$ cat src/rtl/kyber_pkg.sv
// Shared constants, FSM state type and helpers for the polynomial byte encoder.
// Latency: n/a (declarations only).
// Backpressure: n/a (declarations only).
package kyber_pkg;

  localparam int KYBER_Q = 3329;
  localparam int N_WORDS = 32;
  localparam int N_PASS  = 4;
  localparam int COEF_W  = 12;
  localparam int WORD_W  = 96;

  // Bit offset of the even coefficient of the slot pair read in each pass.
  // The RAM interleaves quarters as q0,q2,q1,q3, so natural order needs 0,48,24,72.
  localparam logic [6:0] PASS0_LO = 7'd0;
  localparam logic [6:0] PASS1_LO = 7'd48;
  localparam logic [6:0] PASS2_LO = 7'd24;
  localparam logic [6:0] PASS3_LO = 7'd72;

  typedef enum logic [2:0] {
    ST_IDLE,
    ST_READ,
    ST_WAIT,
    ST_EMIT,
    ST_DONE
  } pbe_state_e;

  function automatic logic [6:0] pass_slot_lo(input logic [1:0] pass);
    logic [6:0] lo;
    case (pass)
      2'd0:    lo = PASS0_LO;
      2'd1:    lo = PASS1_LO;
      2'd2:    lo = PASS2_LO;
      default: lo = PASS3_LO;
    endcase
    return lo;
  endfunction

  // Single conditional subtraction: maps [Q, 4095] into [0, 4095-Q].
  function automatic logic [COEF_W-1:0] coef_reduce(input logic [COEF_W-1:0] c);
    return (c >= COEF_W'(KYBER_Q)) ? (c - COEF_W'(KYBER_Q)) : c;
  endfunction

endpackage

$ cat src/rtl/poly_byte_encoder_coef_pair_packer.sv
// Packs two 12-bit coefficients into the three ByteEncode_12 bytes, selected by idx_i.
// Latency: purely combinational.
// Backpressure: none; the caller holds x/y/idx stable while the byte is stalled.
// Optional canonical reduction of each coefficient when PBE_COEF_REDUCE_EN is defined.
module coef_pair_packer
  import kyber_pkg::*;
(
  input  logic [COEF_W-1:0] x_i,
  input  logic [COEF_W-1:0] y_i,
  input  logic [1:0]        idx_i,
  output logic [7:0]        byte_o
);

  logic [COEF_W-1:0] xr;
  logic [COEF_W-1:0] yr;

`ifdef PBE_COEF_REDUCE_EN
  assign xr = coef_reduce(x_i);
  assign yr = coef_reduce(y_i);
`else
  assign xr = x_i;
  assign yr = y_i;
`endif

  // Byte select: low 8 of x, then y-low-nibble over x-high-nibble, then high 8 of y.
  always_comb begin
    byte_o = 8'h00;
    case (idx_i)
      2'd0:    byte_o = xr[7:0];
      2'd1:    byte_o = {yr[3:0], xr[11:8]};
      default: byte_o = yr[11:4];
    endcase
  end

endmodule

$ cat src/rtl/poly_byte_encoder.sv
// Streams one 256-coefficient polynomial from the coefficient RAM as 384 ByteEncode_12 bytes.
// Latency: start->ren 1 cycle, ren->first byte 2 cycles; 5 cycles per 3 bytes, 640 cycles unstalled.
// Backpressure: valid/ready on out_byte; stalls hold the byte and issue no further RAM reads.
// Optional feature macro: PBE_COEF_REDUCE_EN (canonical reduction mod KYBER_Q before packing).
module poly_byte_encoder
  import kyber_pkg::*;
(
  input  logic              clk,
  input  logic              rst,
  input  logic              active,
  input  logic [7:0]        ram_r_start_offset,
  output logic              ren,
  output logic [7:0]        raddr,
  input  logic [WORD_W-1:0] din,
  output logic [7:0]        out_byte,
  output logic              out_valid,
  input  logic              out_ready,
  output logic              busy,
  output logic              done
);

  localparam logic [4:0] LAST_WORD = 5'(N_WORDS - 1);
  localparam logic [1:0] LAST_PASS = 2'(N_PASS - 1);

  pbe_state_e        state_q;
  logic [7:0]        offset_q;
  logic [4:0]        word_q;
  logic [1:0]        pass_q;
  logic [1:0]        idx_q;
  logic [COEF_W-1:0] x_q;
  logic [COEF_W-1:0] y_q;
  logic              ren_q;
  logic [7:0]        raddr_q;
  logic              out_valid_q;
  logic              busy_q;
  logic              done_q;

  logic [4:0]        word_d;
  logic [7:0]        raddr_d;
  logic [6:0]        slot_lo;

  // Next word index wraps 31->0 naturally; address wraps mod 256 from the latched base.
  always_comb begin
    word_d  = word_q + 5'd1;
    raddr_d = offset_q + {3'b000, word_d};
    slot_lo = pass_slot_lo(pass_q);
  end

  // Control FSM with all externally visible strobes registered.
  always_ff @(posedge clk or posedge rst) begin
    if (rst) begin
      state_q     <= ST_IDLE;
      offset_q    <= 8'h00;
      word_q      <= 5'd0;
      pass_q      <= 2'd0;
      idx_q       <= 2'd0;
      x_q         <= '0;
      y_q         <= '0;
      ren_q       <= 1'b0;
      raddr_q     <= 8'h00;
      out_valid_q <= 1'b0;
      busy_q      <= 1'b0;
      done_q      <= 1'b0;
    end else begin
      case (state_q)
        ST_IDLE: begin
          done_q <= 1'b0;
          if (active) begin
            offset_q <= ram_r_start_offset;
            word_q   <= 5'd0;
            pass_q   <= 2'd0;
            ren_q    <= 1'b1;
            raddr_q  <= ram_r_start_offset;
            busy_q   <= 1'b1;
            state_q  <= ST_READ;
          end
        end
        ST_READ: begin
          ren_q   <= 1'b0;
          state_q <= ST_WAIT;
        end
        ST_WAIT: begin
          // RAM data is valid in this cycle; take the slot pair for the current quarter.
          x_q         <= din[slot_lo +: COEF_W];
          y_q         <= din[(slot_lo + 7'd12) +: COEF_W];
          idx_q       <= 2'd0;
          out_valid_q <= 1'b1;
          state_q     <= ST_EMIT;
        end
        ST_EMIT: begin
          if (out_ready) begin
            if (idx_q == 2'd2) begin
              out_valid_q <= 1'b0;
              idx_q       <= 2'd0;
              word_q      <= word_d;
              if (word_q == LAST_WORD) begin
                pass_q <= pass_q + 2'd1;
              end
              if ((word_q == LAST_WORD) && (pass_q == LAST_PASS)) begin
                busy_q  <= 1'b0;
                done_q  <= 1'b1;
                state_q <= ST_DONE;
              end else begin
                ren_q   <= 1'b1;
                raddr_q <= raddr_d;
                state_q <= ST_READ;
              end
            end else begin
              idx_q <= idx_q + 2'd1;
            end
          end
        end
        ST_DONE: begin
          done_q  <= 1'b0;
          state_q <= ST_IDLE;
        end
        default: begin
          state_q <= ST_IDLE;
        end
      endcase
    end
  end

  coef_pair_packer u_packer (
    .x_i    (x_q),
    .y_i    (y_q),
    .idx_i  (idx_q),
    .byte_o (out_byte)
  );

  assign ren       = ren_q;
  assign raddr     = raddr_q;
  assign out_valid = out_valid_q;
  assign busy      = busy_q;
  assign done      = done_q;

endmodule

$ cat config.mk
export PLATFORM = sky130hd
export DESIGN_NAME = poly_byte_encoder
export DESIGN_NICKNAME = d
export VERILOG_FILES = /design/src/rtl/kyber_pkg.sv /design/src/rtl/poly_byte_encoder_coef_pair_packer.sv /design/src/rtl/poly_byte_encoder.sv
export SDC_FILE = /design/constraint.sdc
export NUM_CORES = 1
export LEC_CHECK = 0
export CAP_MARGIN = 20
export CORE_MARGIN = 2
export CORE_UTILIZATION = 35
export DETAILED_ROUTE_END_ITERATION = 6
export PLACE_DENSITY = 0.7
export SLEW_MARGIN = 0
export SYNTH_ARGS = -nofsm -noshare
export SYNTH_HDL_FRONTEND = slang
export SYNTH_SLANG_ARGS = --single-unit
$ cat constraint.sdc
create_clock -name clk -period 2.7 [get_ports clk]
set_clock_uncertainty 0.15 [all_clocks]
set_input_delay 0.54 -clock clk [delete_from_list [all_inputs] [get_ports clk]]
set_output_delay 0.54 -clock clk [all_outputs]
set_load 0.02 [all_outputs]
==> results.md, run 1 <==
- WP data required: 2.01 ns
- Delay-heaviest family, CP: buffers and inverters
- Vias in the first global route: 4,136
- Most common cell after layout, fill and taps aside: clkdlybuf4s50_1
- EDFF count, synth: 0
- Area Growth Syn to Fin: 37.3%
- # rows: 40
- Max-cap viol count: 0
- WL met1: 5270 um
- Share of cells above drive strength 1: 0.130
- Antenna-violating nets left: 0
- CTS tree: built
- TNS Setup: 0 ns
- TritonCTS Buffers: 5
- GPL Wtd Cong: 0.898
- Final HPWL DP: 10,000 um
- DRC viols: 0
- Die height: 115 um
- Post-place instance area: 5770 um2
- Metal3 WL: 947 um
- # fillers: 1,124
- Combinational fraction of design power: 0.592
- Endpoint class of the critical path: output pin
- Clock Tree Root: clkbuf_16
- Maximum VDD drop: 388 uV
- Reg clk slew, reported paths: 0.07 ns
- Core Box Area: 12,000 um2
- WL/cell: 18.3 um
- Count of state elements after synthesis: 56
- RSZ-0062 raised after global routing: false
- Fin crit share: 0.940
- Most frequent cells in the layout: clkdlybuf4s50_1 (127), nand2_1 (58), dfrtp_1 (55)
- Vias: 4,022
- I/O Buffers: 127
- Reg power frac: 0.277
- Top Layer Used: met4
- Final WL: 13,000 um
- Pre-antenna DRT Iters: 4
- Status: complete, no violations
- First-pass GRT wire length: 20,800 um
- Crit path DAT: 1.85 ns
- Asr flop ratio synth: 1.00
- # IOs: 128
- CP Class: flop to output pin
- Syn nets: 555
- Hold Fails Final Rpt: 0
- Max Slew Vio Count: 0
- Largest net degree at the start of global routing: 44
- Starting Density: 0.359
- Max incr delay on CP: 0.64 ns
- Ant. Diodes: 0
- Die area: 13,200 um2
- Critical path cell sequence: mux2i_1 > o21ai_0 > clkdlybuf4s50_1
- Pwr/cell area: 863 nW/um2
- Count of cell types in the netlist: 58
- Slowest cell on crit path: clkdlybuf4s50_1
- Cell accounting for the most synthesized area: dfrtp_1
- Worst-path maximum fanout: 11
- CTS Buffer Depth: 2
- Via/cell ratio: 5.67
- Dpl cells: 701
- Design Area, Final: 5920 um2
- Met2 wire length: 6600 um
- Net switching fraction of the power: 0.400
- Synthesized instance count: 435
- GRT Util Overall: 0.198
- Final non-filler cell total: 709
- Crit path time final: 2.54 ns
- Register area share after synthesis: 0.325
- Clock share of power: 0.131
- R2r setup slk: 0.19 ns
- Leak pwr: 2.47 nW
- Clock latency on the worst-skew pair: 0.29 ns
- Bufs and invs on worst path: 1
- Main area contributors after synthesis: dfrtp_1 (33%), mux2i_1 (8.4%), mux4_2 (7.3%), nand2_1 (5.0%), mux2_2 (5.0%)
- Most common flop cell mapped by yosys: dfrtp_1
- Final setup viols: 0
- Share of the synthesized area in the top cell type: 0.325
- Slew at the pin with the worst max-slew slack: 0.586 ns
- Die width: 115 um
- Rel. slew slack: 0.608
- Initial antenna violation count: 0
- Synth warn: 0
- Internal Power: 3.06 mW
- CP startpoint kind: flop
- Post-CTS Setup Bufs: 0
- Pwr Total: 5.11 mW
- # H-tree levels: 2
- Worst hold path class: flop to flop
- Switch Pwr: 2.04 mW
- Achievable Freq: 394 MHz
- Global route overflow: 0
- Synthesized cell area: 4310 um2
- Drt first-iter violations: 236
- Clk sinks: 56
- Final #Nets: 681
- Avg Synthesized Cell Area: 9.91 um2
[cell families (layout without fill, tap and decap cells)]
family / count (synthesis) / in the layout / synth area share
AND/OR/NAND/NOR: 138 / 138 / 0.155
AO/OA/AOI/OAI: 110 / 110 / 0.183
multiplexers: 74 / 74 / 0.237
flip-flops: 56 / 56 / 0.325
buffers and inverters: 40 / 167 / 0.0537
adder cells (fa/ha/maj): 12 / 12 / 0.0366
XOR/XNOR: 5 / 5 / 0.0102
[routing by layer]
metal	vias to the layer above	global-route usage
li1	1892	-
met1	1937	0.244
met2	179	0.352
met3	14	0.0369
met4	0	0.0594
met5	-	0
[flip-flops by register name (all words and copies together), names as in the netlist]
name	flops
x_q	12
y_q	12
offset_q	8
raddr	8
word_q	5
state_q	3
idx_q	2
pass_q	2
busy	1
done	1
out_valid	1
ren	1
[cell usage after synthesis, drive strengths merged (9+ instances only)]
library cell,instances
a31oi,9
clkbuf,14
mux2,19
ha,11
nor2,36
mux4,19
mux2i,36
o21ai,29
a22oi,10
inv,9
buf,17
nand2,58
dfrtp,56
[worst reg2reg max path, cell delays in order (launching register included)]
cell and delay, ns:
dfrtp_1 0.42, ha_1 0.25, and3_1 0.19, ha_1 0.29, ha_1 0.35, and3_1 0.17, a221o_1 0.33, xnor2_1 0.12
o211ai_1 0.16
[cell type report]
class,count,area (um2),area share
multi-input combinational,339,2680,0.453
sequential,56,1400,0.237
tap,147,184,0.0311
inverter,9,33.8,0.00571
clock buffer,8,146,0.0247
timing repair buffer,150,1470,0.248
[per-stage QoR]
step / hold WS, ns / worst slack [ns] / utilization
2_1_floorplan: 0.302 / 0.318 / -
3_3_place_gp: 0.310 / 0.241 / 0.481
3_5_place_dp: 0.319 / 0.193 / 0.481
4_1_cts: 0.335 / 0.152 / 0.493
5_1_grt: 0.359 / 0.0383 / 0.493
6_report: 0.330 / 0.161 / 0.493
[power groups by stage]
| stage | sequential (mW) | clock (mW) | combinational (mW) |
|---|---|---|---|
| after global placement | 1.42 | 0 | 2.97 |
| final | 1.42 | 0.669 | 3.02 |
| after CTS | 1.42 | 0.685 | 3.04 |
| after global routing | 1.46 | 0.718 | 3.29 |
| after detailed placement | 1.43 | 0 | 3.04 |
| after floorplan | 1.38 | 0 | 2.10 |
[final timing paths]
| kind | to | depth (start not counted) | start |
|---|---|---|---|
| hold reg to reg | raddr[2] | 2 | raddr[2] |
| setup reg to reg | raddr[6] | 8 | word_q[0] |
| min in group asynchronous | raddr[7] | 2 | rst |
| hold / removal | raddr[2] | 2 | raddr[2] |
| setup / recovery | out_byte[1] | 3 | idx_q[0] |
| max in group asynchronous | idx_q[1] | 3 | rst |
[timing repair]
action                                  in CTS  in global routing
gates resized for setup                      1                  0
hold buffers                                 0                  0
endpoints found under the setup margin       8                  0
No activity file was read; power rests on OpenSTA's default activity.
==> run 2, diff against run 1 <==
--- a/config.mk
+++ b/config.mk
@@ -9,8 +9,9 @@
 export CORE_MARGIN = 2
 export CORE_UTILIZATION = 35
 export DETAILED_ROUTE_END_ITERATION = 6
-export PLACE_DENSITY = 0.7
+export PLACE_DENSITY = 0.6
 export SLEW_MARGIN = 0
 export SYNTH_ARGS = -nofsm -noshare
 export SYNTH_HDL_FRONTEND = slang
+export SYNTH_HIERARCHICAL = 1
 export SYNTH_SLANG_ARGS = --single-unit
==> run 2 against run 1 <==
  * Global-route usage increased by 1.4 points
  * Combinational power shrank 30%
  * Via count is 2.6% higher
  * Non-clock buffer count is 7 lower
  * Synthesized area is 1.6% lower
  * Sequential power increased by 5%
  * Register-to-register slack worse by 0.07 ns
  * Die area shrank 1.6%
  * Worst setup slack worse by 0.043 ns
  * Count of clock-buffer cells in the layout decreased by 3
  * Critical endpoint is now x_q[11]
==> results.md, run 2 <==
- # rows: 40 (unchanged)
- Final WL: 13,500 um (was 13,000 um)
- TritonCTS Buffers: 5 (unchanged)
- TNS Setup: 0 ns (unchanged)
- Pwr Total: 4.44 mW (was 5.11 mW)
- Worst hold path class: flop to flop (unchanged)
- Count of cell types in the netlist: 44 (was 58)
- Crit path DAT: 2.56 ns (was 1.85 ns)
- CP startpoint kind: flop (unchanged)
- RSZ-0062 raised after global routing: false (unchanged)
- Vias in the first global route: 4,407 (was 4,136)
- Synthesized cell area: 4240 um2 (was 4310 um2)
- Combinational fraction of design power: 0.473 (was 0.592)
- Pwr/cell area: 759 nW/um2 (was 863 nW/um2)
- GRT Util Overall: 0.212 (was 0.198)
- Synth warn: 6 (was 0)
- Count of state elements after synthesis: 56 (unchanged)
- Endpoint class of the critical path: flop (was output pin)
- Leak pwr: 2.56 nW (was 2.47 nW)
- Register area share after synthesis: 0.330 (was 0.325)
- Most common flop cell mapped by yosys: dfrtp_1 (unchanged)
- WP data required: 2.68 ns (was 2.01 ns)
- Design Area, Final: 5860 um2 (was 5920 um2)
- DRC viols: 0 (unchanged)
- CP Class: flop to flop (was flop to output pin)
- Share of the synthesized area in the top cell type: 0.330 (was 0.325)
- RR Endpoint: x_q[11] (was raddr[6])
- Top-count cell post-synth: nand2_1 (unchanged)
- CTS tree: built (unchanged)
- Switch Pwr: 1.72 mW (was 2.04 mW)
- Crit path time final: 2.58 ns (was 2.54 ns)
- Worst-path maximum fanout: 39 (was 11)
- Largest net degree at the start of global routing: 40 (was 44)
- Area Growth Syn to Fin: 38.1% (was 37.3%)
- Post-place instance area: 5660 um2 (was 5770 um2)
- Die area: 13,000 um2 (was 13,200 um2)
- Die width: 114 um (was 115 um)
- Initial antenna violation count: 0 (unchanged)
- Ant. Diodes: 0 (unchanged)
- Post-layout util: 0.492 (was 0.493)
- Final HPWL DP: 10,500 um (was 10,000 um)
- Reg power frac: 0.336 (was 0.277)
- Hold WS: 0.333 ns (was 0.330 ns)
- # IOs: 128 (unchanged)
- Syn nets: 608 (was 555)
- Slew at the pin with the worst max-slew slack: 0.672 ns (was 0.586 ns)
- # H-tree levels: 2 (unchanged)
- Status: complete, no violations (unchanged)
- Core Box Area: 11,900 um2 (was 12,000 um2)
- Main area contributors after synthesis: dfrtp_1 (33%), nand2_1 (12%), mux4_2 (11%), mux2i_1 (8.5%), o21ai_0 (3.5%) (was dfrtp_1 (33%), mux2i_1 (8.4%), mux4_2 (7.3%), nand2_1 (5.0%), mux2_2 (5.0%))
- Die height: 114 um (was 115 um)
- Final setup viols: 0 (unchanged)
- Achievable Freq: 387 MHz (was 394 MHz)
- GPL Wtd Cong: 0.838 (was 0.898)
- Most common cell after layout, fill and taps aside: nand2_1 (was clkdlybuf4s50_1)
- WL/cell: 17.9 um (was 18.3 um)
- First-pass GRT wire length: 22,000 um (was 20,800 um)
- Final #Nets: 726 (was 681)
- Via/cell ratio: 5.47 (was 5.67)
- Top flop regs: x_q (12), y_q (12) (unchanged)
- Clock share of power: 0.191 (was 0.131)
- Worst Hold Launch: y_q[5] (was raddr[2])
- Max-cap viol count: 0 (unchanged)
- Synthesized instance count: 488 (was 435)
- Asr flop ratio synth: 1.00 (unchanged)
- Global route overflow: 0 (unchanged)
- CTS Buffer Depth: 2 (unchanged)
- Maximum VDD drop: 487 uV (was 388 uV)
- Internal Power: 2.72 mW (was 3.06 mW)
- I/O Buffers: 127 (unchanged)
- Min-Delay Path Depth: 2 (unchanged)
- Clk sinks: 56 (unchanged)
- Most frequent cells in the layout: nand2_1 (130), clkdlybuf4s50_1 (127), dfrtp_1 (54) (was clkdlybuf4s50_1 (127), nand2_1 (58), dfrtp_1 (55))
- Drt first-iter violations: 239 (was 236)
- Hold EP: y_q[5] (was raddr[2])
- Share of cells above drive strength 1: 0.0890 (was 0.130)
- Fin crit share: 0.956 (was 0.940)
- Avg Synthesized Cell Area: 8.69 um2 (was 9.91 um2)
- Clock latency on the worst-skew pair: 0.29 ns (about the same)
- Cell accounting for the most synthesized area: dfrtp_1 (unchanged)
- Clock Tree Root: clkbuf_16 (unchanged)
- Max Slew Vio Count: 0 (unchanged)
- Synth top cells by count: nand2_1 (130), dfrtp_1 (56), mux2i_1 (36) (was nand2_1 (58), dfrtp_1 (56), mux2i_1 (36))
- Worst Reg-to-Reg Cells: 8 (unchanged)
- Net switching fraction of the power: 0.387 (was 0.400)
- Antenna-violating nets left: 0 (unchanged)
- Starting Density: 0.356 (was 0.359)
- Hold Fails Final Rpt: 0 (unchanged)
- R2r setup slk: 0.12 ns (was 0.19 ns)
- Vias: 4,125 (was 4,022)
- Pre-antenna DRT Iters: 5 (was 4)
- Rel. slew slack: 0.552 (was 0.608)
- R2R Path Start: pass_q[0] (was word_q[0])
- Reg clk slew, reported paths: 0.08 ns (was 0.07 ns)
- EDFF count, synth: 0 (unchanged)
## run 2: cell types whose count changed in the layout (fill, tap and decap cells not counted), moves of 6 or more
cell      delta
a21oi_1     +19
o22ai_1      +8
mux2_2      -19
nor2_1       -6
a221oi_1     -8
nand2_1     +72
mux4_2       +7
nand3_1      +7
buf_4        -7
a221o_1      -7
## run 2: worst max path at each step
stage	startpoint	end	slack, ns	cells after the start
3_3_place_gp	word_q[0]	raddr[6]	0.16	9
2_1_floorplan	word_q[0]	raddr[6]	0.23	9
3_5_place_dp	word_q[0]	raddr[6]	0.09	9
6_report	pass_q[0]	x_q[11]	0.12	8
5_1_grt	pass_q[0]	x_q[11]	0.01	8
4_1_cts	word_q[0]	raddr[6]	0.09	9
## run 2: cell families after synthesis
| family | after synthesis | synth area share |
|---|---|---|
| muxes | 57 | 0.196 |
| AOI/OAI and AO/OA | 110 | 0.159 |
| xor gates and xnor gates | 6 | 0.0124 |
| and+or+nand+nor | 209 | 0.215 |
| DFF | 56 | 0.330 |
| buffers and inverters | 38 | 0.0499 |
| adders and majority gates | 12 | 0.0372 |
## run 2: final cells by class
type | instances | area (um2)
fillers | 1182 | 6050
well taps | 147 | 184
inverters | 6 | 22.5
multi-input cells | 394 | 2640
repair buffers | 143 | 1420
clock inverters | 3 | 68.8
clock buffers | 5 | 125
flip-flops and latches | 56 | 1400
## run 2: metal layers
| metal | up-vias | global-route usage | routed length, um |
|---|---|---|---|
| met5 | - | 0 | 0 |
| met4 | 0 | 0.0528 | 252 |
| met3 | 18 | 0.0291 | 571 |
| met2 | 117 | 0.371 | 6670 |
| met1 | 2002 | 0.279 | 5970 |
| li1 | 1988 | - | - |
## run 2: power by group through the flow
stage | logic, mW | registers [mW] | clock network (mW)
2_1_floorplan | 1.27 | 1.46 | 0
3_3_place_gp | 2.08 | 1.49 | 0
3_5_place_dp | 2.10 | 1.50 | 0
4_1_cts | 2.11 | 1.49 | 0.862
5_1_grt | 2.34 | 1.54 | 0.902
6_report | 2.10 | 1.49 | 0.850
## run 2: timing repair
item,in CTS,in global routing
setup buffers,0,0
endpoints found under the setup margin,6,1
hold buffers,0,0
gates resized for setup,2,1
## run 2: through the flow
step                cells  setup slack (ns)
floorplan             488             0.234
global placement      746             0.160
detailed placement    746            0.0950
CTS                   754            0.0924
global route          754            0.0134
finish                754             0.118
## run 2: critical path, stage by stage, from the launching register on
cell	delay, ns
dfrtp_1	0.44
inv_1	0.07
ha_1	0.21
buf_4	0.16
nor2_4	0.10
buf_12	0.25
mux4_2	0.53
a22oi_1	0.30
o311ai_0	0.21
==> run 3, diff against run 2 <==
--- a/config.mk
+++ b/config.mk
@@ -8,8 +8,10 @@
 export CAP_MARGIN = 20
 export CORE_MARGIN = 2
 export CORE_UTILIZATION = 35
+export CTS_CLUSTER_SIZE = 25
 export DETAILED_ROUTE_END_ITERATION = 6
 export PLACE_DENSITY = 0.6
+export RECOVER_POWER = 25
 export SLEW_MARGIN = 0
 export SYNTH_ARGS = -nofsm -noshare
 export SYNTH_HDL_FRONTEND = slang
==> constraint.sdc (replaced) <==
create_clock -name clk -period 2.7 [get_ports clk]
set_clock_uncertainty 0.15 [all_clocks]
set_input_delay 0.54 -clock clk [delete_from_list [all_inputs] [get_ports clk]]
set_output_delay 0.54 -clock clk [all_outputs]
set_load 0.01 [all_outputs]
==> run 3 against run 2 <==
  * Sequential power hardly changed
  * Worst setup slack gained 0.053 ns
  * Clock power is 13% lower
  * Via count rose by 2.1%
  * Hold slack got worse by 0.0033 ns
  * First-iteration DRC count grew 5.9%
  * Critical endpoint is now raddr[6]
  * Largest power group unchanged
==> results.md, run 3 (synthesis gave the netlist of run 2 again) <==
- # H-tree levels: 2 (unchanged)
- Starting Density: 0.356 (unchanged)
- Die width: 114 um (unchanged)
- Global route overflow: 0 (unchanged)
- CTS Hold Bufs: 0 (unchanged)
- Hold Fails Final Rpt: 0 (unchanged)
- TritonCTS Buffers: 5 (unchanged)
- Largest net degree at the start of global routing: 40 (unchanged)
- Slew at the pin with the worst max-slew slack: 1.17 ns (was 0.672 ns)
- Final WL: 13,700 um (was 13,500 um)
- WL/cell: 18.2 um (was 17.9 um)
- CP startpoint kind: flop (unchanged)
- Final setup viols: 0 (unchanged)
- Achievable Freq: 395 MHz (was 387 MHz)
- Hold WS: 0.330 ns (was 0.333 ns)
- Leak pwr: 2.54 nW (was 2.56 nW)
- # rows: 40 (unchanged)
- Die height: 114 um (unchanged)
- Combinational fraction of design power: 0.469 (was 0.473)
- Endpoint class of the critical path: flop (unchanged)
- TNS Setup: 0 ns (unchanged)
- Internal Power: 2.63 mW (was 2.72 mW)
- First-pass GRT wire length: 21,800 um (was 22,000 um)
- Post-layout util: 0.488 (was 0.492)
- # IOs: 128 (unchanged)
- Reg clk slew, reported paths: 0.07 ns (was 0.08 ns)
- Drt first-iter violations: 253 (was 239)
- Crit path time final: 2.53 ns (was 2.58 ns)
- Clock Tree Root: clkbuf_16 (unchanged)
- Ant. Diodes: 0 (unchanged)
- Most frequent cells in the layout: nand2_1 (130), clkdlybuf4s50_1 (126), dfrtp_1 (54) (was nand2_1 (130), clkdlybuf4s50_1 (127), dfrtp_1 (54))
- Most common cell after layout, fill and taps aside: nand2_1 (unchanged)
- Pwr Total: 4.20 mW (was 4.44 mW)
- Pwr/cell area: 723 nW/um2 (was 759 nW/um2)
- Clock latency on the worst-skew pair: 0.29 ns (about the same)
- Worst hold path class: flop to flop (unchanged)
- WP data required: 2.73 ns (was 2.68 ns)
- Rel. slew slack: 0.218 (was 0.552)
- Max-cap viol count: 0 (unchanged)
- Net switching fraction of the power: 0.375 (was 0.387)
- DRC viols: 0 (unchanged)
- CTS Buffer Depth: 2 (unchanged)
- Final #Nets: 723 (was 726)
- Die area: 13,000 um2 (unchanged)
- Max Slew Vio Count: 0 (unchanged)
- Crit path DAT: 2.56 ns (about the same)
- Vias: 4,212 (was 4,125)
- Worst-path maximum fanout: 7 (was 39)
- GRT Util Overall: 0.212 (about the same)
- Fin crit share: 0.937 (was 0.956)
- Area Growth Syn to Fin: 37.1% (was 38.1%)
- Clk sinks: 56 (unchanged)
- CP Class: flop to flop (unchanged)
- Clock share of power: 0.176 (was 0.191)
- Antenna-violating nets left: 0 (unchanged)
- RSZ-0062 raised after global routing: false (unchanged)
- I/O Buffers: 127 (unchanged)
- Switch Pwr: 1.58 mW (was 1.72 mW)
- Via/cell ratio: 5.61 (was 5.47)
- Pre-antenna DRT Iters: 5 (unchanged)
- Share of cells above drive strength 1: 0.0811 (was 0.0890)
- Top flop regs: x_q (12), y_q (12) (unchanged)
- Vias in the first global route: 4,268 (was 4,407)
- Core Box Area: 11,900 um2 (unchanged)
- CTS tree: built (unchanged)
- Initial antenna violation count: 0 (unchanged)
- GPL Wtd Cong: 0.848 (was 0.838)
- Maximum VDD drop: 399 uV (was 487 uV)
- Reg power frac: 0.355 (was 0.336)
- Final HPWL DP: 10,500 um (about the same)
- Status: complete, no violations (unchanged)
-- run 3: changes by cell type in the layout (fill, tap and decap cells not counted) --
| cell | previous run | this run |
|---|---|---|
| buf_4 | 14 | 10 |
| buf_12 | 2 | 3 |
| bufinv_16 | 2 | 1 |
| clkbuf_1 | 0 | 1 |
| clkdlybuf4s50_1 | 127 | 126 |
| clkinv_2 | 0 | 1 |
| dlygate4sd3_1 | 0 | 1 |
| inv_1 | 5 | 6 |
| inv_2 | 1 | 0 |
| inv_6 | 1 | 0 |
-- run 3: layout make-up --
cell class / count / area [um2]
clock buffers: 6 / 129
clock inverters: 2 / 35.0
fillers: 1162 / 6090
inverters: 6 / 22.5
multi-input cells: 394 / 2640
flip-flops and latches: 56 / 1400
well taps: 147 / 184
repair buffers: 140 / 1410
-- run 3: power groups by stage --
stage / Clock [mW] / Combinational [mW] / Sequential (mW)
after floorplan: 0 / 1.19 / 1.40
after global placement: 0 / 1.94 / 1.49
after detailed placement: 0 / 1.96 / 1.50
after CTS: 0.760 / 1.98 / 1.49
after global routing: 0.795 / 2.18 / 1.54
final: 0.740 / 1.97 / 1.49
-- run 3: worst paths after layout --
kind                                 from          to  slack [ns]  cells past startpoint
worst min-delay path               y_q[8]      y_q[8]        0.33                      2
min in group asynchronous             rst  state_q[2]        0.85                      2
max in group asynchronous             rst    idx_q[0]        0.80                      3
worst max-delay path            word_q[0]    raddr[6]        0.17                      9
worst min register to register     y_q[8]      y_q[8]        0.33                      2
worst max register to register  word_q[0]    raddr[6]        0.17                      9
-- run 3: repair_timing --
action / in CTS / in global routing
setup buffers: 0 / 0
hold endpoints to repair: 0 / 0
gates resized for setup: 1 / 2
setup endpoints to repair: 4 / 6
-- run 3: critical path, stage by stage (launching register included) --
cell	delay [ns]
dfrtp_1	0.42
ha_1	0.27
and3_1	0.20
ha_1	0.29
ha_2	0.32
and3_1	0.15
a221o_1	0.32
xor2_1	0.14
nand3_1	0.08
nand3_1	0.08
-- run 3: per-layer routing --
layer | up-vias | GRT usage | share of wire
met1 | 2078 | 0.285 | 0.43
met4 | 0 | 0.0480 | 0.014
li1 | 1984 | - | -
met2 | 133 | 0.366 | 0.51
met3 | 17 | 0.0286 | 0.048
met5 | - | 0 | 0
-- run 3: through the flow --
| stage | worst slack, ns | cell area (um2) | std cells |
|---|---|---|---|
| 6_report | 0.170 | 5820 | 751 |
| 5_1_grt | 0.0439 | 5820 | 751 |
| 4_1_cts | 0.0677 | 5810 | 751 |
| 3_5_place_dp | 0.114 | 5650 | 743 |
| 3_3_place_gp | 0.158 | 5650 | 743 |
| 2_1_floorplan | 0.234 | 4240 | 488 |
